### src/rtl/cache_req_pkg.sv
// Shared types for the cache request queue: FSM states, rw encoding and the
// default-width request record.
package cache_req_pkg;

   typedef enum logic [1:0] {
      ST_IDLE  = 2'd0,
      ST_ISSUE = 2'd1,
      ST_WAIT  = 2'd2,
      ST_RESP  = 2'd3
   } state_e;

   localparam logic RW_READ  = 1'b1;
   localparam logic RW_WRITE = 1'b0;

   localparam int REQ_ADDR_W = 32;
   localparam int REQ_DATA_W = 32;

   // Request record at the default cache widths; the queue builds its own
   // parameter-sized copy with the same field order.
   typedef struct packed {
      logic                  rw;
      logic [REQ_ADDR_W-1:0] addr;
      logic [REQ_DATA_W-1:0] data;
   } req_t;

endpackage

### src/rtl/req_fifo.sv
// Synchronous FIFO with extra-MSB pointers; push while full and pop while
// empty are ignored.
module req_fifo #(
   parameter int DEPTH = 4,
   parameter int WIDTH = 65
) (
   input  logic             clk,
   input  logic             reset,
   input  logic             push,
   input  logic [WIDTH-1:0] din,
   input  logic             pop,
   output logic [WIDTH-1:0] dout,
   output logic             full,
   output logic             empty
);

   localparam int AW = $clog2(DEPTH);

   logic [WIDTH-1:0] mem [DEPTH];
   logic [AW:0]      wr_ptr;
   logic [AW:0]      rd_ptr;
   logic             do_push;
   logic             do_pop;

   assign full    = (wr_ptr[AW] != rd_ptr[AW]) && (wr_ptr[AW-1:0] == rd_ptr[AW-1:0]);
   assign empty   = (wr_ptr == rd_ptr);
   assign do_push = push && !full;
   assign do_pop  = pop && !empty;
   assign dout    = mem[rd_ptr[AW-1:0]];

   always_ff @(posedge clk) begin
      if (do_push) begin
         mem[wr_ptr[AW-1:0]] <= din;
      end
   end

   always_ff @(posedge clk or negedge reset) begin
      if (!reset) begin
         wr_ptr <= '0;
         rd_ptr <= '0;
      end else begin
         if (do_push) wr_ptr <= wr_ptr + 1'b1;
         if (do_pop)  rd_ptr <= rd_ptr + 1'b1;
      end
   end

endmodule

### src/rtl/cache_req_queue.sv
// Buffers CPU requests and issues them one at a time to the direct-mapped
// cache, returning read data, hit status and measured latency.
//
//   state    | meaning
//   ---------+-----------------------------------------------------------
//   ST_IDLE  | no request in flight; pops the FIFO head when one exists
//   ST_ISSUE | valid_req driven for ISSUE_CYCLES cycles
//   ST_WAIT  | request held stable, waiting for cache_ready
//   ST_RESP  | one-cycle rsp_valid with captured read data/hit/latency
module cache_req_queue
   import cache_req_pkg::*;
#(
   parameter int DEPTH        = 4,
   parameter int ADDR_W       = 32,
   parameter int DATA_W       = 32,
   parameter int ISSUE_CYCLES = 2,
   parameter int LAT_W        = 8
) (
   input  logic              clk,
   input  logic              reset,
   input  logic              req_valid,
   output logic              req_ready,
   input  logic              req_rw,
   input  logic [ADDR_W-1:0] req_addr,
   input  logic [DATA_W-1:0] req_data,
   output logic              rsp_valid,
   output logic              rsp_rw,
   output logic [DATA_W-1:0] rsp_data,
   output logic              rsp_hit,
   output logic [LAT_W-1:0]  rsp_latency,
   output logic              valid_req,
   output logic              rw,
   output logic [ADDR_W-1:0] addr,
   output logic [DATA_W-1:0] dataIn,
   input  logic              cache_ready,
   input  logic              hit,
   input  logic              miss,
   input  logic [DATA_W-1:0] dataOut
);

   localparam int TW = (ISSUE_CYCLES > 1) ? $clog2(ISSUE_CYCLES) : 1;

   typedef struct packed {
      logic              rw;
      logic [ADDR_W-1:0] addr;
      logic [DATA_W-1:0] data;
   } entry_t;

   state_e      state;
   state_e      state_nx;
   entry_t      fifo_din;
   entry_t      fifo_dout;
   logic        fifo_full;
   logic        fifo_empty;
   logic        fifo_push;
   logic        fifo_pop;
   logic        busy;
   logic        done;
   logic [TW-1:0]    issue_tmr;
   logic [LAT_W-1:0] lat;

   assign fifo_din  = '{rw: req_rw, addr: req_addr, data: req_data};
   assign req_ready = !fifo_full;
   assign fifo_push = req_valid && req_ready;
   assign fifo_pop  = (state == ST_IDLE) && !fifo_empty;

   req_fifo #(
      .DEPTH (DEPTH),
      .WIDTH ($bits(entry_t))
   ) u_fifo (
      .clk   (clk),
      .reset (reset),
      .push  (fifo_push),
      .din   (fifo_din),
      .pop   (fifo_pop),
      .dout  (fifo_dout),
      .full  (fifo_full),
      .empty (fifo_empty)
   );

   assign busy = (state == ST_ISSUE) || (state == ST_WAIT);
   assign done = busy && cache_ready;

   // An early completion pulls valid_req down in the same cycle.
   assign valid_req = (state == ST_ISSUE) && !cache_ready;
   assign rsp_valid = (state == ST_RESP);

   always_comb begin
      state_nx = state;
      case (state)
         ST_IDLE:  if (!fifo_empty) state_nx = ST_ISSUE;
         ST_ISSUE: begin
            if (cache_ready)          state_nx = ST_RESP;
            else if (issue_tmr == '0) state_nx = ST_WAIT;
         end
         ST_WAIT:  if (cache_ready) state_nx = ST_RESP;
         ST_RESP:  state_nx = ST_IDLE;
         default:  state_nx = ST_IDLE;
      endcase
   end

   always_ff @(posedge clk or negedge reset) begin
      if (!reset) begin
         state <= ST_IDLE;
      end else begin
         state <= state_nx;
      end
   end

   // Down-counter for the remaining valid_req cycles.
   always_ff @(posedge clk or negedge reset) begin
      if (!reset) begin
         issue_tmr <= '0;
      end else if (fifo_pop) begin
         issue_tmr <= TW'(ISSUE_CYCLES - 1);
      end else if (state == ST_ISSUE && issue_tmr != '0) begin
         issue_tmr <= issue_tmr - 1'b1;
      end
   end

   // Latency counts from the first valid_req cycle and saturates.
   always_ff @(posedge clk or negedge reset) begin
      if (!reset) begin
         lat <= '0;
      end else if (fifo_pop) begin
         lat <= '0;
      end else if (busy && lat != '1) begin
         lat <= lat + 1'b1;
      end
   end

   always_ff @(posedge clk or negedge reset) begin
      if (!reset) begin
         rw     <= RW_WRITE;
         addr   <= '0;
         dataIn <= '0;
      end else if (fifo_pop) begin
         rw     <= fifo_dout.rw;
         addr   <= fifo_dout.addr;
         dataIn <= fifo_dout.data;
      end
   end

   always_ff @(posedge clk or negedge reset) begin
      if (!reset) begin
         rsp_rw      <= 1'b0;
         rsp_data    <= '0;
         rsp_hit     <= 1'b0;
         rsp_latency <= '0;
      end else if (done) begin
         rsp_rw      <= rw;
         rsp_data    <= (rw == RW_READ) ? dataOut : '0;
         rsp_hit     <= hit;
         rsp_latency <= lat;
      end
   end

   // hit and miss must be complementary on completion; rsp_hit follows hit regardless.
   a_hit_miss_onehot : assert property (@(posedge clk) disable iff (!reset)
      done |-> (hit ^ miss));

endmodule

### config.mk
export PLATFORM = sky130hd
export DESIGN_NAME = cache_req_queue
export DESIGN_NICKNAME = d
export VERILOG_FILES = /design/src/rtl/cache_req_pkg.sv /design/src/rtl/req_fifo.sv /design/src/rtl/cache_req_queue.sv
export SDC_FILE = /design/constraint.sdc
export NUM_CORES = 1
export LEC_CHECK = 0
export CAP_MARGIN = 10
export CORE_ASPECT_RATIO = 0.9
export CORE_UTILIZATION = 40
export DETAILED_ROUTE_END_ITERATION = 10
export PLACE_DENSITY = 0.69
export SYNTH_ARGS = -nofsm -noshare
export SYNTH_HDL_FRONTEND = slang
export SYNTH_SLANG_ARGS = --single-unit
### constraint.sdc
create_clock -name clk -period 3.3 [get_ports clk]
set_clock_uncertainty 0.05 [all_clocks]
set_input_delay 0.495 -clock clk [delete_from_list [all_inputs] [get_ports clk]]
set_output_delay 0.495 -clock clk [all_outputs]
set_load 0.03 [all_outputs]
Word-level counts from Yosys, hierarchy flattened
Memories as Yosys holds them, arrays and structs flattened. A register that Yosys moved wholly into a read port is not among the register bits. Cells that the tools add are included.

Bits in registers: 59. Bits of input ports: 103. Memory bits (read-only): 0. Latch bits: 0. Memories: 1. Bits in writable memories: 260. Output and inout bits: 110.

Shift operators: 0. Div/mod/pow operators: 0. Multipliers: 0. Add/subtract/negate cells: 4. Mux-type cells: 12. Bitwise gates (word level): 0. Equality and inequality tests: 10. $lt $le $gt $ge: 0. Reduce and logical (&&, ||, !) cells: 18.

Memory list: u_fifo.mem (depth 4, bits a word 65, read ports 1, clocked after memory_dff 1, write ports 1, RTL line req_fifo.sv:19) `logic [WIDTH-1:0] mem [DEPTH];`.

Operator list (number): 32-bit two-way mux (1); 8-bit two-way mux (2); 1-bit logical AND (9); 8-bit by 1-bit adder with 8-bit output, second input constant (1); 2-bit two-way mux (4); 8-bit inequality test, second input constant (1); 2-bit one-hot mux with 4 select lines (1); 3-bit by 1-bit adder with 3-bit output, second input constant (2); 2-bit equality test, second input constant (2); 1-bit zero test (4); 1-bit two-way mux (4); 2-bit inequality test, second input constant (2); 2-bit nonzero test (2); 3-bit equality test (1); 3-bit inequality test, second input constant (1); 3-bit AND reduction (1); 2-bit by 1-bit equality test with 1-bit output, second input constant (1); 2-bit equality test (1); 2-bit zero test (1); 1-bit logical OR (1); 1-bit inequality test (1); 1-bit subtractor, second input constant (1).

Logic depth before layout (Yosys ltp)
Depth after elaboration: 7. Depth in mapped cells: 8. Mapped depth without buffers: 6.

By module
Synthesis repeated with hierarchy kept, for this count alone.

Cell total of the unflattened synthesis: 896. Area, all modules: 14587.7 sq um.

By module, submodules not included: req_fifo (times used 1, cells each 389, area an instance 9845.7 sq um); cache_req_queue (times used 1, cells each 507, area an instance 4742.0 sq um).

Worst setup path after synthesis
No wires, ideal clock.

Kind: reg2reg. From: register u_fifo.wr_ptr[2]. To: memory u_fifo.mem[3][0], enable pin. Arrival: 2.689 ns. Clock period less this slack: 3.171 ns. Cell stages (with the launch flop): 4. Setup slack: 0.129 ns. Required time: 2.818 ns. Setup time: 0.432 ns. Path through: dfrtp_1 > xnor2_1 > nand3b_1 > and3_1.

Cells in the longest elaborated chain, start to end: 7.

Ends and longest elaborated chain: from (decl) (RTL line req_fifo.sv:20) `logic [AW:0] wr_ptr;`; from (signal assigned) (RTL line req_fifo.sv:42) `if (do_push) wr_ptr <= wr_ptr + 1'b1;`; 1-bit inequality test (*) (RTL line req_fifo.sv:25) `assign full = (wr_ptr[AW] != rd_ptr[AW]) && (wr_ptr[AW-1:0] == rd_ptr[AW-1:0]);`; 1-bit logical AND (*) (RTL line req_fifo.sv:25); 1-bit zero test (*) (RTL line cache_req_queue.sv:63) `assign req_ready = !fifo_full;`; named net req_ready (RTL line cache_req_queue.sv:22) `output logic req_ready,`; 1-bit logical AND (RTL line cache_req_queue.sv:64) `assign fifo_push = req_valid && req_ready;`; 1-bit logical AND (*) (RTL line req_fifo.sv:27) `assign do_push = push && !full;`; 1-bit two-way mux (*) (RTL line req_fifo.sv:32) `if (do_push) begin`; 1-bit two-way mux (not written as such) (*) (RTL line req_fifo.sv:33) `mem[wr_ptr[AW-1:0]] <= din;`; to (decl) (RTL line req_fifo.sv:19).

The timed path passes the listed nets; every way through them passes the cells marked *.

Worst setup path after layout
From: register u_fifo.wr_ptr[2]. To: output req_ready.

Cells in the longest elaborated chain, start to end: 3.

Ends and longest elaborated chain (RTL line): 1-bit inequality test (req_fifo.sv:25); 1-bit logical AND (req_fifo.sv:25); 1-bit zero test (cache_req_queue.sv:63); to (decl) (cache_req_queue.sv:22).

Every way passes these cells.

==> results.sh <==
export IMPL_outcome="completed"
export IMPL_cts_sinks=384
export IMPL_syn_nets=846
export IMPL_drt_first_iter_violations=378
export IMPL_portBuffers=211
export IMPL_worst_skew_pair_late_latency_ns=0.55
export IMPL_fp_dieH_um=181.9
export IMPL_cts_made_buffers=40
export IMPL_initial_core_util_pct=40.84
export IMPL_cts_hold_repair_buffers=1
export IMPL_vias=7282
export IMPL_maxSlewHeadroom_pct=29.58
export IMPL_routabilityCongestion=0.7877
export IMPL_cts_root_to_sink_buffers=3
export IMPL_grtUsageTotal_pct=16.16
export IMPL_synth_async_reset_ratio_pct=32.29
export IMPL_end_kind="output port"
export IMPL_globalRouteOverflowTotal=0
export IMPL_synth_enable_flop_cells=260
export IMPL_clock_tree_htree_level_count=2
export IMPL_wl_per_cell_um=19.58
export IMPL_final_cell_count_no_fill=1472
export IMPL_final_hold_viol_count=0
export IMPL_die_width_um=201.9
export IMPL_whs_path_depth=2
export IMPL_min_path_type="reg -> reg"
export IMPL_layout_drive_gt1_share_pct=22.38
export IMPL_syn2layout_area_growth_pct=28.19
export IMPL_max_slew_worst_pin_slew_ns=1.056
export IMPL_die_area_sq_mm=0.03672
export IMPL_tns_ns=0
export IMPL_r2r_cells=4
export IMPL_drtAntennaViolNets=0
export IMPL_max_cap_violations=0
export IMPL_grt_pass1_vias=7870
export IMPL_fmaxAchievable_mhz=346.2
export IMPL_critical_path_top_delay_family="buffers and inverters"
export IMPL_cts_tree="built"
export IMPL_postSynthRegisterBits=384
export IMPL_first_pass_iters=6
export IMPL_final_max_slew_violation_count=0
export IMPL_ctsResizeCount=0
export IMPL_dp_final_hpwl_mm=17.07
export IMPL_routed_via_density=4.947
export IMPL_yosysSeqAreaShare_pct=75.86
export IMPL_finalCriticalPeriod_ns=2.889
export IMPL_setup_viol=0
export IMPL_powerDensity_mw_per_mm2=1011
export IMPL_grt_first_pass_wirelength_mm=45.46
export IMPL_worst_path_buf_inv=1
export IMPL_dp_worst_setup_slack_ns=0.8771
export IMPL_final_cycle_utilization_of_the_critical_path_pct=87.53
export IMPL_critical_path_required_ns=2.75
export IMPL_cts_root_buffer_cell="clkbuf_16"
export IMPL_placeableCoreArea_sq_mm=0.03522
export IMPL_synth_ff_type="edfxtp_1"
export IMPL_finalNetCount=1082
export IMPL_worst_path_max_fanout=6
export IMPL_cp_arrival_ns=2.34
export IMPL_filler_cell_count=2829
export IMPL_cts_repair_timing_setup_buffer_count=0
export IMPL_detail_route_drc_violations=0
export IMPL_cts_clk_slew_worst_paths_ns=0.06
export IMPL_ys_warn_count=0
export IMPL_grt_antenna_before_repair=2
export IMPL_number_of_placed_i_o_pins=213
export IMPL_cp_cell_sequence="xnor2_1 -> nand3b_1 -> clkdlybuf4s50_1"
export IMPL_slowest_stage="clkdlybuf4s50_1"
export IMPL_timing_final_ws_setup_ns=0.4114
export IMPL_critical_path_startpoint_type="flip-flop"
export IMPL_syn_instance_count=733
export IMPL_numPlacedInstances=1395
export IMPL_p_leak_nw=6.579
export IMPL_irDropWorstVdd_mv=0.5435
export IMPL_grt_start_max_net_pins=68
export IMPL_synthesized_area_sq_mm=0.01438
export IMPL_depth_of_the_critical_timing_path_with_buffers_and_inverters_included=3
export IMPL_post_synth_cell_area_avg_sq_um=19.62
export IMPL_timing_critical_path_slowest_cell_delay_ns=0.77
export IMPL_total_length_of_routed_wires_mm=28.82
export IMPL_yosysUniqueCellTypes=37
export IMPL_placement_rows=65
export IMPL_rsz0062_at_grt="false"
export IMPL_path_class="reg -> out"
-- cell families after synthesis --
family | after synthesis | share of synthesized area (%)
and+or+nand+nor | 94 | 2.775
muxes | 144 | 16.35
DFF | 384 | 75.86
buffers and inverters | 42 | 1.618
xor gates and xnor gates | 9 | 0.6002
adders and majority gates | 10 | 0.8699
AOI/OAI and AO/OA | 50 | 1.923
-- where the power goes --
group	internal [W]	switching, W
Combinational	0.00319	0.00381
Sequential	0.00673	0.000555
Clock	0.00249	0.00187
-- layout by cell type, fill, tap and decap left out, drive strengths merged --
master,netlist,routed
a21boi,1,1
edfxtp,260,260
dfrtp,124,124
buf,21,19
mux2i,1,1
xor2,4,4
a2bb2oi,1,1
xnor2,5,5
dlygate4sd3,0,1
clkinvlp,0,2
nor3,2,2
nand2,69,69
clkdlybuf4s50,0,210
clkinv,0,12
and3,4,4
o22a,1,1
mux4,65,65
diode,0,2
nor2,5,5
nand4,2,2
a21oi,5,5
nand2b,1,1
nand3,5,5
and4,1,1
nor2b,1,1
clkbuf,15,57
o21ai,38,38
bufinv,0,1
a211oi,1,1
ha,10,10
o21a,1,1
a31oi,1,1
nor3b,1,1
inv,6,8
mux2,78,78
a31o,1,1
nand3b,1,1
or3,2,2
-- tightest hold or removal path, delay by kind of cell, from the launching register on --
family	cells	cell delay, ns
compound gates	1	0.06
flops	1	0.34
simple gates	1	0.04
-- through the flow --
stage / hold WS [ns] / total power (W) / util, % / instance area [sq um]
5_1_grt: 0.4473 / 0.01963 / 52.34 / 18430
2_1_floorplan: 0.1494 / 0.01191 / - / 14380
6_report: 0.4290 / 0.01864 / 52.36 / 18440
3_3_place_gp: 0.4145 / 0.01438 / 48.66 / 17130
4_1_cts: 0.4263 / 0.01894 / 52.34 / 18430
3_5_place_dp: 0.4210 / 0.01453 / 48.66 / 17130
-- layer usage --
layer | global-route usage, % | vias to the layer above | part of all wire [%]
met5 | 0 | - | 0.045
met4 | 4.485 | 2 | 1.9
met3 | 4.899 | 46 | 7.5
met2 | 25.73 | 215 | 47
met1 | 21.53 | 3693 | 44
li1 | - | 3326 | -
-- final timing paths --
kind,start,to,slack [ns]
min in group asynchronous,reset,addr[31]$_DFFE_PN0P_,0.48
worst min-delay path,rsp_data[31]$_DFFE_PN0P_,rsp_data[31]$_DFFE_PN0P_,0.43
max in group asynchronous,reset,rw$_DFFE_PN0P_,1.97
worst max register to register,u_fifo.wr_ptr[2]$_DFFE_PN0P_,u_fifo.mem[3][31]$_DFFE_PP_,0.94
worst min register to register,rsp_data[31]$_DFFE_PN0P_,rsp_data[31]$_DFFE_PN0P_,0.43
worst max-delay path,u_fifo.wr_ptr[2]$_DFFE_PN0P_,req_ready,0.41
-- final cells by class --
type                            instances  area (sq um)  share of cell area (%)
Sequential cell                       384         10920                   59.22
Multi-Input combinational cell        307          3271                   17.74
Timing Repair Buffer                  230          2346                   12.72
Clock buffer                           57          1125                   6.101
Tap cell                              469         586.8                   3.183
Clock inverter                         17         163.9                  0.8890
Inverter                                6         22.52                  0.1221
Antenna cell                            2         5.005                 0.02714
-- cell usage after synthesis (10+ instances only) --
cell        n  share of area [%]
edfxtp_1  260                 54
dfrtp_1   124                 22
mux2_2     72                5.6
nand2_1    69                1.8
mux4_2     65                 10
o21ai_0    38                1.3
clkbuf_1   15               0.39
ha_1       10               0.87
-- flip-flops by register name, summed over array words and instances, names as in the netlist --
| register | cells |
|---|---|
| addr | 32 |
| dataIn | 32 |
| issue_tmr | 1 |
| lat | 8 |
| rsp_data | 32 |
| rsp_hit | 1 |
| rsp_latency | 8 |
| rsp_rw | 1 |
| rw | 1 |
| state | 2 |
| u_fifo.mem | 260 |
| u_fifo.rd_ptr | 3 |
| u_fifo.wr_ptr | 3 |
(Power assumes the default switching activity.)
